**config.mk**
```make
export PLATFORM = sky130hd
export DESIGN_NAME = mem_stage_lsu
export DESIGN_NICKNAME = d
export VERILOG_FILES = /design/src/rtl/mem_stage_lsu_pkg.sv /design/src/rtl/mem_stage_lsu_store_align.sv /design/src/rtl/mem_stage_lsu.sv
export SDC_FILE = /design/constraint.sdc
export NUM_CORES = 1
export LEC_CHECK = 0
export CAP_MARGIN = 20
export CORE_ASPECT_RATIO = 1.1
export CORE_MARGIN = 1
export CORE_UTILIZATION = 45
export DETAILED_ROUTE_END_ITERATION = 10
export MAX_ROUTING_LAYER = met4
export PLACE_DENSITY = 0.78
export SKIP_LAST_GASP = 1
export SLEW_MARGIN = 20
export SYNTH_ARGS = -nofsm -noshare
export SYNTH_HDL_FRONTEND = slang
export SYNTH_SLANG_ARGS = --single-unit
```
**constraint.sdc**
```tcl
create_clock -name clk -period 2.5 [get_ports clk]
set_input_delay 0.5 -clock clk [delete_from_list [all_inputs] [get_ports clk]]
set_output_delay 0.5 -clock clk [all_outputs]
set_load 0.05 [all_outputs]
```
**src/rtl/mem_stage_lsu_pkg.sv**
```systemverilog
// Shared definitions for the MEM-stage load/store unit.
//   - RV32I load/store funct3 encodings (loads and stores share 000/001/010)
//   - LSU FSM state encoding
package mem_stage_lsu_pkg;

  localparam logic [2:0] FNC_LB  = 3'b000;
  localparam logic [2:0] FNC_LH  = 3'b001;
  localparam logic [2:0] FNC_LW  = 3'b010;
  localparam logic [2:0] FNC_LBU = 3'b100;
  localparam logic [2:0] FNC_LHU = 3'b101;
  localparam logic [2:0] FNC_SB  = 3'b000;
  localparam logic [2:0] FNC_SH  = 3'b001;
  localparam logic [2:0] FNC_SW  = 3'b010;

  typedef enum logic [1:0] {
    LSU_IDLE = 2'd0,
    LSU_REQ  = 2'd1,
    LSU_WAIT = 2'd2
  } lsu_state_e;

endpackage

```
**src/rtl/mem_stage_lsu_store_align.sv**
```systemverilog
// Combinational store lane steering and alignment check.
// Ports:
//   is_store_i  1 = store, 0 = load
//   funct3_i    RV32I load/store funct3
//   offset_i    byte offset addr[1:0]
//   wdata_i     store source data (rs2)
//   we_o        byte write enables (0000 for loads)
//   wdata_o     lane-replicated store data
//   misalign_o  op cannot be issued (misaligned or unused funct3)
module mem_stage_lsu_store_align
  import mem_stage_lsu_pkg::*;
(
  input  logic        is_store_i,
  input  logic [2:0]  funct3_i,
  input  logic [1:0]  offset_i,
  input  logic [31:0] wdata_i,
  output logic [3:0]  we_o,
  output logic [31:0] wdata_o,
  output logic        misalign_o
);

  always_comb begin
    we_o       = 4'b0000;
    wdata_o    = wdata_i;
    misalign_o = 1'b0;
    // Byte/half/word encodings are shared by loads and stores, so the
    // store names cover both; LBU/LHU only exist as loads.
    case (funct3_i)
      FNC_SB: begin
        wdata_o = {4{wdata_i[7:0]}};
        we_o    = 4'b0001 << offset_i;
      end
      FNC_SH: begin
        misalign_o = offset_i[0];
        wdata_o    = {2{wdata_i[15:0]}};
        we_o       = offset_i[1] ? 4'b1100 : 4'b0011;
      end
      FNC_SW: begin
        misalign_o = |offset_i;
        we_o       = 4'b1111;
      end
      // A store carrying an unsigned-load funct3 is not a legal encoding,
      // so it is rejected the same way as the unused funct3 values.
      FNC_LBU: misalign_o = is_store_i;
      FNC_LHU: misalign_o = is_store_i | offset_i[0];
      default: misalign_o = 1'b1;
    endcase
    if (!is_store_i) begin
      we_o = 4'b0000;
    end
  end

endmodule

```
**src/rtl/mem_stage_lsu.sv**
```systemverilog
// MEM-stage load/store unit: accepts one op from EX, runs a req/gnt/rvalid
// handshake to data memory and retires into the WB pipeline register.
// Ports:
//   clk, rst_n                      clock, async active-low reset
//   ex_valid/ex_ready               op handshake from EX (ready only in IDLE)
//   ex_is_store/funct3/addr/wdata   op description
//   d_req/d_gnt/d_we/d_addr/d_wdata request channel to data memory
//   d_rvalid/d_rdata                load response channel
//   wb_valid                        one-cycle retire pulse
//   wb_is_load/funct3/offset/rdata  retired op info, raw unextended word
//   misalign                        one-cycle pulse: op rejected at accept
//   bus_err                         one-cycle pulse: access timed out
module mem_stage_lsu
  import mem_stage_lsu_pkg::*;
#(
  parameter int TIMEOUT_CYCLES = 255
) (
  input  logic        clk,
  input  logic        rst_n,
  input  logic        ex_valid,
  output logic        ex_ready,
  input  logic        ex_is_store,
  input  logic [2:0]  ex_funct3,
  input  logic [31:0] ex_addr,
  input  logic [31:0] ex_wdata,
  output logic        d_req,
  input  logic        d_gnt,
  output logic [3:0]  d_we,
  output logic [31:0] d_addr,
  output logic [31:0] d_wdata,
  input  logic        d_rvalid,
  input  logic [31:0] d_rdata,
  output logic        wb_valid,
  output logic        wb_is_load,
  output logic [2:0]  wb_funct3,
  output logic [1:0]  wb_offset,
  output logic [31:0] wb_rdata,
  output logic        misalign,
  output logic        bus_err
);

  localparam logic [15:0] CNT_LAST = 16'(TIMEOUT_CYCLES - 1);

  lsu_state_e  state_q, state_d;
  logic [15:0] cnt_q, cnt_d;
  logic        is_store_q, is_store_d;
  logic [2:0]  funct3_q, funct3_d;
  logic [1:0]  offset_q, offset_d;
  logic [3:0]  d_we_q, d_we_d;
  logic [31:0] d_addr_q, d_addr_d;
  logic [31:0] d_wdata_q, d_wdata_d;
  logic        wb_valid_q, wb_valid_d;
  logic        wb_is_load_q, wb_is_load_d;
  logic [2:0]  wb_funct3_q, wb_funct3_d;
  logic [1:0]  wb_offset_q, wb_offset_d;
  logic [31:0] wb_rdata_q, wb_rdata_d;
  logic        misalign_q, misalign_d;
  logic        bus_err_q, bus_err_d;
  logic        retire;
  logic        timeout_hit;

  logic [3:0]  sa_we;
  logic [31:0] sa_wdata;
  logic        sa_misalign;

  mem_stage_lsu_store_align u_store_align (
    .is_store_i (ex_is_store),
    .funct3_i   (ex_funct3),
    .offset_i   (ex_addr[1:0]),
    .wdata_i    (ex_wdata),
    .we_o       (sa_we),
    .wdata_o    (sa_wdata),
    .misalign_o (sa_misalign)
  );

  assign timeout_hit = (cnt_q == CNT_LAST);

  always_comb begin
    state_d      = state_q;
    cnt_d        = cnt_q;
    is_store_d   = is_store_q;
    funct3_d     = funct3_q;
    offset_d     = offset_q;
    d_we_d       = d_we_q;
    d_addr_d     = d_addr_q;
    d_wdata_d    = d_wdata_q;
    wb_is_load_d = wb_is_load_q;
    wb_rdata_d   = wb_rdata_q;
    misalign_d   = 1'b0;
    bus_err_d    = 1'b0;
    retire       = 1'b0;

    case (state_q)
      LSU_IDLE: begin
        cnt_d = '0;
        if (ex_valid) begin
          if (sa_misalign) begin
            misalign_d = 1'b1;
          end else begin
            state_d    = LSU_REQ;
            is_store_d = ex_is_store;
            funct3_d   = ex_funct3;
            offset_d   = ex_addr[1:0];
            d_we_d     = sa_we;
            d_addr_d   = {ex_addr[31:2], 2'b00};
            d_wdata_d  = sa_wdata;
          end
        end
      end
      LSU_REQ: begin
        // d_rvalid only counts here when it comes with the grant.
        if (d_gnt) begin
          cnt_d = '0;
          if (is_store_q) begin
            retire       = 1'b1;
            wb_is_load_d = 1'b0;
            state_d      = LSU_IDLE;
          end else if (d_rvalid) begin
            retire       = 1'b1;
            wb_is_load_d = 1'b1;
            wb_rdata_d   = d_rdata;
            state_d      = LSU_IDLE;
          end else begin
            state_d = LSU_WAIT;
          end
        end else if (timeout_hit) begin
          cnt_d     = '0;
          bus_err_d = 1'b1;
          state_d   = LSU_IDLE;
        end else begin
          cnt_d = cnt_q + 16'd1;
        end
      end
      LSU_WAIT: begin
        if (d_rvalid) begin
          cnt_d        = '0;
          retire       = 1'b1;
          wb_is_load_d = 1'b1;
          wb_rdata_d   = d_rdata;
          state_d      = LSU_IDLE;
        end else if (timeout_hit) begin
          cnt_d     = '0;
          bus_err_d = 1'b1;
          state_d   = LSU_IDLE;
        end else begin
          cnt_d = cnt_q + 16'd1;
        end
      end
      default: begin
        cnt_d   = '0;
        state_d = LSU_IDLE;
      end
    endcase

    wb_valid_d  = retire;
    wb_funct3_d = retire ? funct3_q : wb_funct3_q;
    wb_offset_d = retire ? offset_q : wb_offset_q;
  end

  always_ff @(posedge clk or negedge rst_n) begin
    if (!rst_n) begin
      state_q      <= LSU_IDLE;
      cnt_q        <= '0;
      is_store_q   <= 1'b0;
      funct3_q     <= '0;
      offset_q     <= '0;
      d_we_q       <= '0;
      d_addr_q     <= '0;
      d_wdata_q    <= '0;
      wb_valid_q   <= 1'b0;
      wb_is_load_q <= 1'b0;
      wb_funct3_q  <= '0;
      wb_offset_q  <= '0;
      wb_rdata_q   <= '0;
      misalign_q   <= 1'b0;
      bus_err_q    <= 1'b0;
    end else begin
      state_q      <= state_d;
      cnt_q        <= cnt_d;
      is_store_q   <= is_store_d;
      funct3_q     <= funct3_d;
      offset_q     <= offset_d;
      d_we_q       <= d_we_d;
      d_addr_q     <= d_addr_d;
      d_wdata_q    <= d_wdata_d;
      wb_valid_q   <= wb_valid_d;
      wb_is_load_q <= wb_is_load_d;
      wb_funct3_q  <= wb_funct3_d;
      wb_offset_q  <= wb_offset_d;
      wb_rdata_q   <= wb_rdata_d;
      misalign_q   <= misalign_d;
      bus_err_q    <= bus_err_d;
    end
  end

  assign ex_ready   = (state_q == LSU_IDLE);
  assign d_req      = (state_q == LSU_REQ);
  assign d_we       = d_we_q;
  assign d_addr     = d_addr_q;
  assign d_wdata    = d_wdata_q;
  assign wb_valid   = wb_valid_q;
  assign wb_is_load = wb_is_load_q;
  assign wb_funct3  = wb_funct3_q;
  assign wb_offset  = wb_offset_q;
  assign wb_rdata   = wb_rdata_q;
  assign misalign   = misalign_q;
  assign bus_err    = bus_err_q;

endmodule

```
==> out/metrics.csv, run 1 <==
stage;metric;value;unit
finish;Final Core Density;69.5;%
sta;Max Fclk;453;MHz
sta;unrepaired setup endpoints after global routing;no;
run_status;status;finished clean;
grt;first-pass GRT wire length;22800;µm
place;Post-DP HPWL;10200;µm
clock_tree;Max Root-Sink Buffers;2;
synthesis;count of cell types in the netlist;48;
setup_path;Worst path slowest cell;dlygate4sd2_1;
floorplan;FP Rows;43;
grt;gr ovfl total;0;
sta;setup violators final;0;
synthesis;top-area cell type share of the netlist area;56.3;%
sta;Max-Slew Margin vs Limit;61.2;%
synthesis;synthesized cell area;0.00583;mm²
power_and_ir_drop;maximum vdd drop;0.00115;V
hold_path;Hold WC Path Type;in2async;
detailed_routing;Final ANT Viol Nets;0;
setup_path;kind of critical path;reg2out;
sta;final hold violations;0;
power_and_ir_drop;Pleak;0.00383;µW
finish;fillers;916;
synthesis;synth top area cells;dfrtp_1 56%, mux2_4 10%, mux2_2 6.0%, mux2i_1 4.1%, o21ai_0 3.1%;
power_and_ir_drop;pwr/cell area;1450;mW/mm²
finish;design area;0.00879;mm²
synthesis;Synth area leader;dfrtp_1;
sta;Hold Slack;77.0;ps
place;post-place instance area;0.00820;mm²
sta;count of final max-slew check failures;0;
detailed_routing;Routed WL per cell;16.6;µm
sta;fin crit period;2210;ps
place;placer congestion estimate;0.786;
setup_path;crit path launch type;flip-flop;
power_and_ir_drop;Net Sw Frac;43.8;%
grt;largest net degree at the start of global routing;54;
setup_path;origin of the critical flop-to-flop path;state_q[1]$_DFFE_PN0P_;
detailed_routing;DRT iter0 DRCs;182;
sta;worst-margin pin slew;581;ps
grt;initial antenna violation count;0;
synthesis;flops & latches, synth;131;
finish;FF/Latch Area;0.00328;mm²
clock_tree;clk sinks;131;
floorplan;I/O Pins;216;
floorplan;floorplan core area;0.0126;mm²
floorplan;DIE AREA;0.0134;mm²
detailed_routing;first-pass detailed-route iteration total;4;
finish;fin nets;785;
setup_path;critical-path cell list;inv_1, ha_1, dlygate4sd2_1;
finish;multi-input logic area;0.00238;mm²
synthesis;Syn. warnings;0;
detailed_routing;routed wire length;14000;µm
synthesis;sequential share of the synthesized area;56.3;%
synthesis;synthesized area per cell;13.1;µm²
setup_path;CP peak stage delay;560;ps
finish;layout cells sized above 1;21.3;%
setup_path;Worst Path Required;2000;ps
setup_path;top cell family by delay on the critical path;buffers and inverters;
setup_path;Setup crit end kind;primary output;
floorplan;Die X;110;µm
clock_tree;worst skew pair latency;410;ps
detailed_routing;number of remaining DRC errors;0;
power_and_ir_drop;Reg power frac;27.9;%
place;number of port buffers;213;
setup_path;worst path bufs/invs;2;
sta;final worst path period share;88.2;%
finish;commonest non-fill, non-tap cell in the layout;clkdlybuf4s50_1;
flow_run;Max Cap Violations;0;
power_and_ir_drop;combinational share of power;52.8;%
setup_path;setup slack, reg-to-reg;470;ps
synthesis;Mapped Cells;445;
sta;Fin Setup TNS;0;ps
power_and_ir_drop;NetSw;5560;µW
clock_tree;H-tree Lvls;4;
clock_tree;CTS Hold Bufs;0;
power_and_ir_drop;total power;12700;µW
sta;Setup Skew;5.88;ps
power_and_ir_drop;Clk pwr share;19.2;%
power_and_ir_drop;internal power;7140;µW
finish;area delta synth->final;50.8;%
setup_path;largest fanout on the critical path;4;
finish;diode count;0;
finish;most frequent cells in the layout;210 x clkdlybuf4s50_1, 131 x dfrtp_1, 44 x nand2_1;
grt;vias in the first global route;4430;
detailed_routing;via count;4296;
clock_tree;CTS root buf;clkbuf_16;
clock_tree;TritonCTS buffer count;17;
grt;Overall Global Routing Usage;22.4;%
detailed_routing;vias per cell;5.09;
clock_tree;Reg clk slew, reported paths;60;ps
floorplan;die height;121;µm
floorplan;initial core utilization;46.1;%
clock_tree;CTS tree;built;
setup_path;crit path DAT;1710;ps
setup_path;Crit. Startpoint;state_q[0]$_DFFE_PN0P_;
-- flip-flops by register name, indices dropped and copies added, names as in the netlist, 2 cells and up --
name       flops
cnt_q         16
d_addr        30
d_wdata       32
d_we           4
funct3_q       3
offset_q       2
state_q        2
wb_funct3      3
wb_offset      2
wb_rdata      32
-- layer usage --
layer,global-route usage [%],vias to the layer above,part of all wire (%)
li1,-,2012,-
met1,27.4,2089,43
met2,34.9,165,49
met3,5.94,30,5.5
met4,10.3,0,2.5
met5,-,-,0
-- area by class of cell --
| type | instances | area share [%] |
|---|---|---|
| Clock buffer | 23 | 5.55 |
| Timing Repair Buffer | 232 | 26.2 |
| Sequential cell | 131 | 37.3 |
| Multi-Input combinational cell | 283 | 27.1 |
| Tap cell | 157 | 2.24 |
| Clock inverter | 9 | 1.17 |
| Inverter | 9 | 0.384 |
-- synth_stat cells (all sizes together) --
cell type / number
dfrtp: 131
mux2: 80
nand2: 44
o21ai: 36
mux2i: 24
nor2: 24
buf: 17
xnor2: 13
inv: 9
nor3: 7
a21oi: 6
clkbuf: 6
ha: 6
nand3: 6
nor4: 5
nand4: 4
o31ai: 4
nand2b: 3
a21boi: 2
nand3b: 2
a221o: 1
a221oi: 1
and3: 1
conb: 1
nand4b: 1
o211a: 1
o211ai: 1
o21ba: 1
o21bai: 1
o221ai: 1
o31a: 1
or3: 1
or3b: 1
or4: 1
or4b: 1
xor2: 1
-- final timing paths --
kind | endpoint | depth (start not counted)
setup / recovery | ex_ready | 3
hold / removal | wb_rdata[24]$_DFFE_PN0P_ | 1
setup reg to reg | state_q[0]$_DFFE_PN0P_ | 6
hold reg to reg | d_wdata[11]$_DFFE_PN0P_ | 2
max in group asynchronous | d_addr[13]$_DFFE_PN0P_ | 2
min in group clk | d_wdata[11]$_DFFE_PN0P_ | 2
-- cells by family (layout without fill, tap and decap cells) --
| group | Yosys count | in the layout | synth area share, % |
|---|---|---|---|
| flops | 131 | 131 | 56.3 |
| mux | 104 | 104 | 22.2 |
| simple gates | 101 | 101 | 9.15 |
| compound gates | 56 | 56 | 5.63 |
| buf+inv | 32 | 273 | 3.35 |
| xor+xnor | 14 | 14 | 2.10 |
| fa+ha+maj | 6 | 6 | 1.29 |
| other cells | 1 | 2 | 0.0644 |
-- timing repair --
item,4_1_cts,5_1_grt
endpoints found under the setup margin,1,0
gates resized for setup,1,0
setup buffers,0,0
-- through the flow --
step | setup WS, ps | std cells
2_1_floorplan | 357 | 446
3_3_place_gp | 194 | 812
3_5_place_dp | 150 | 812
4_1_cts | 264 | 844
5_1_grt | 192 | 844
6_report | 294 | 844
-- power groups by stage --
stage,Clock [µW],Combinational (µW),Sequential (µW)
detailed placement,0,6750,3570
CTS,2480,6760,3560
floorplan,0,1510,6460
global placement,0,6660,3540
global route,2590,6960,3670
finish,2440,6710,3550
No activity file was read; power rests on OpenSTA's default activity.
==> run 2: changes to the inputs <==
--- a/config.mk
+++ b/config.mk
@@ -5,7 +5,6 @@
 export SDC_FILE = /design/constraint.sdc
 export NUM_CORES = 1
 export LEC_CHECK = 0
-export CAP_MARGIN = 20
 export CORE_ASPECT_RATIO = 1.1
 export CORE_MARGIN = 1
 export CORE_UTILIZATION = 45
@@ -13,7 +12,6 @@
 export MAX_ROUTING_LAYER = met4
 export PLACE_DENSITY = 0.78
 export SKIP_LAST_GASP = 1
-export SLEW_MARGIN = 20
 export SYNTH_ARGS = -nofsm -noshare
 export SYNTH_HDL_FRONTEND = slang
 export SYNTH_SLANG_ARGS = --single-unit
==> results of run 2 <==
The final DEF is identical to that of run 1; final timing and power are the same.
==> run 3: changes to the inputs <==
--- a/config.mk
+++ b/config.mk
@@ -5,8 +5,8 @@
 export SDC_FILE = /design/constraint.sdc
 export NUM_CORES = 1
 export LEC_CHECK = 0
+export ABC_AREA = 0
 export CORE_ASPECT_RATIO = 1.1
-export CORE_MARGIN = 1
 export CORE_UTILIZATION = 45
 export DETAILED_ROUTE_END_ITERATION = 10
 export MAX_ROUTING_LAYER = met4
==> results of run 3 <==
The final DEF is identical to that of run 1; final timing and power are the same.
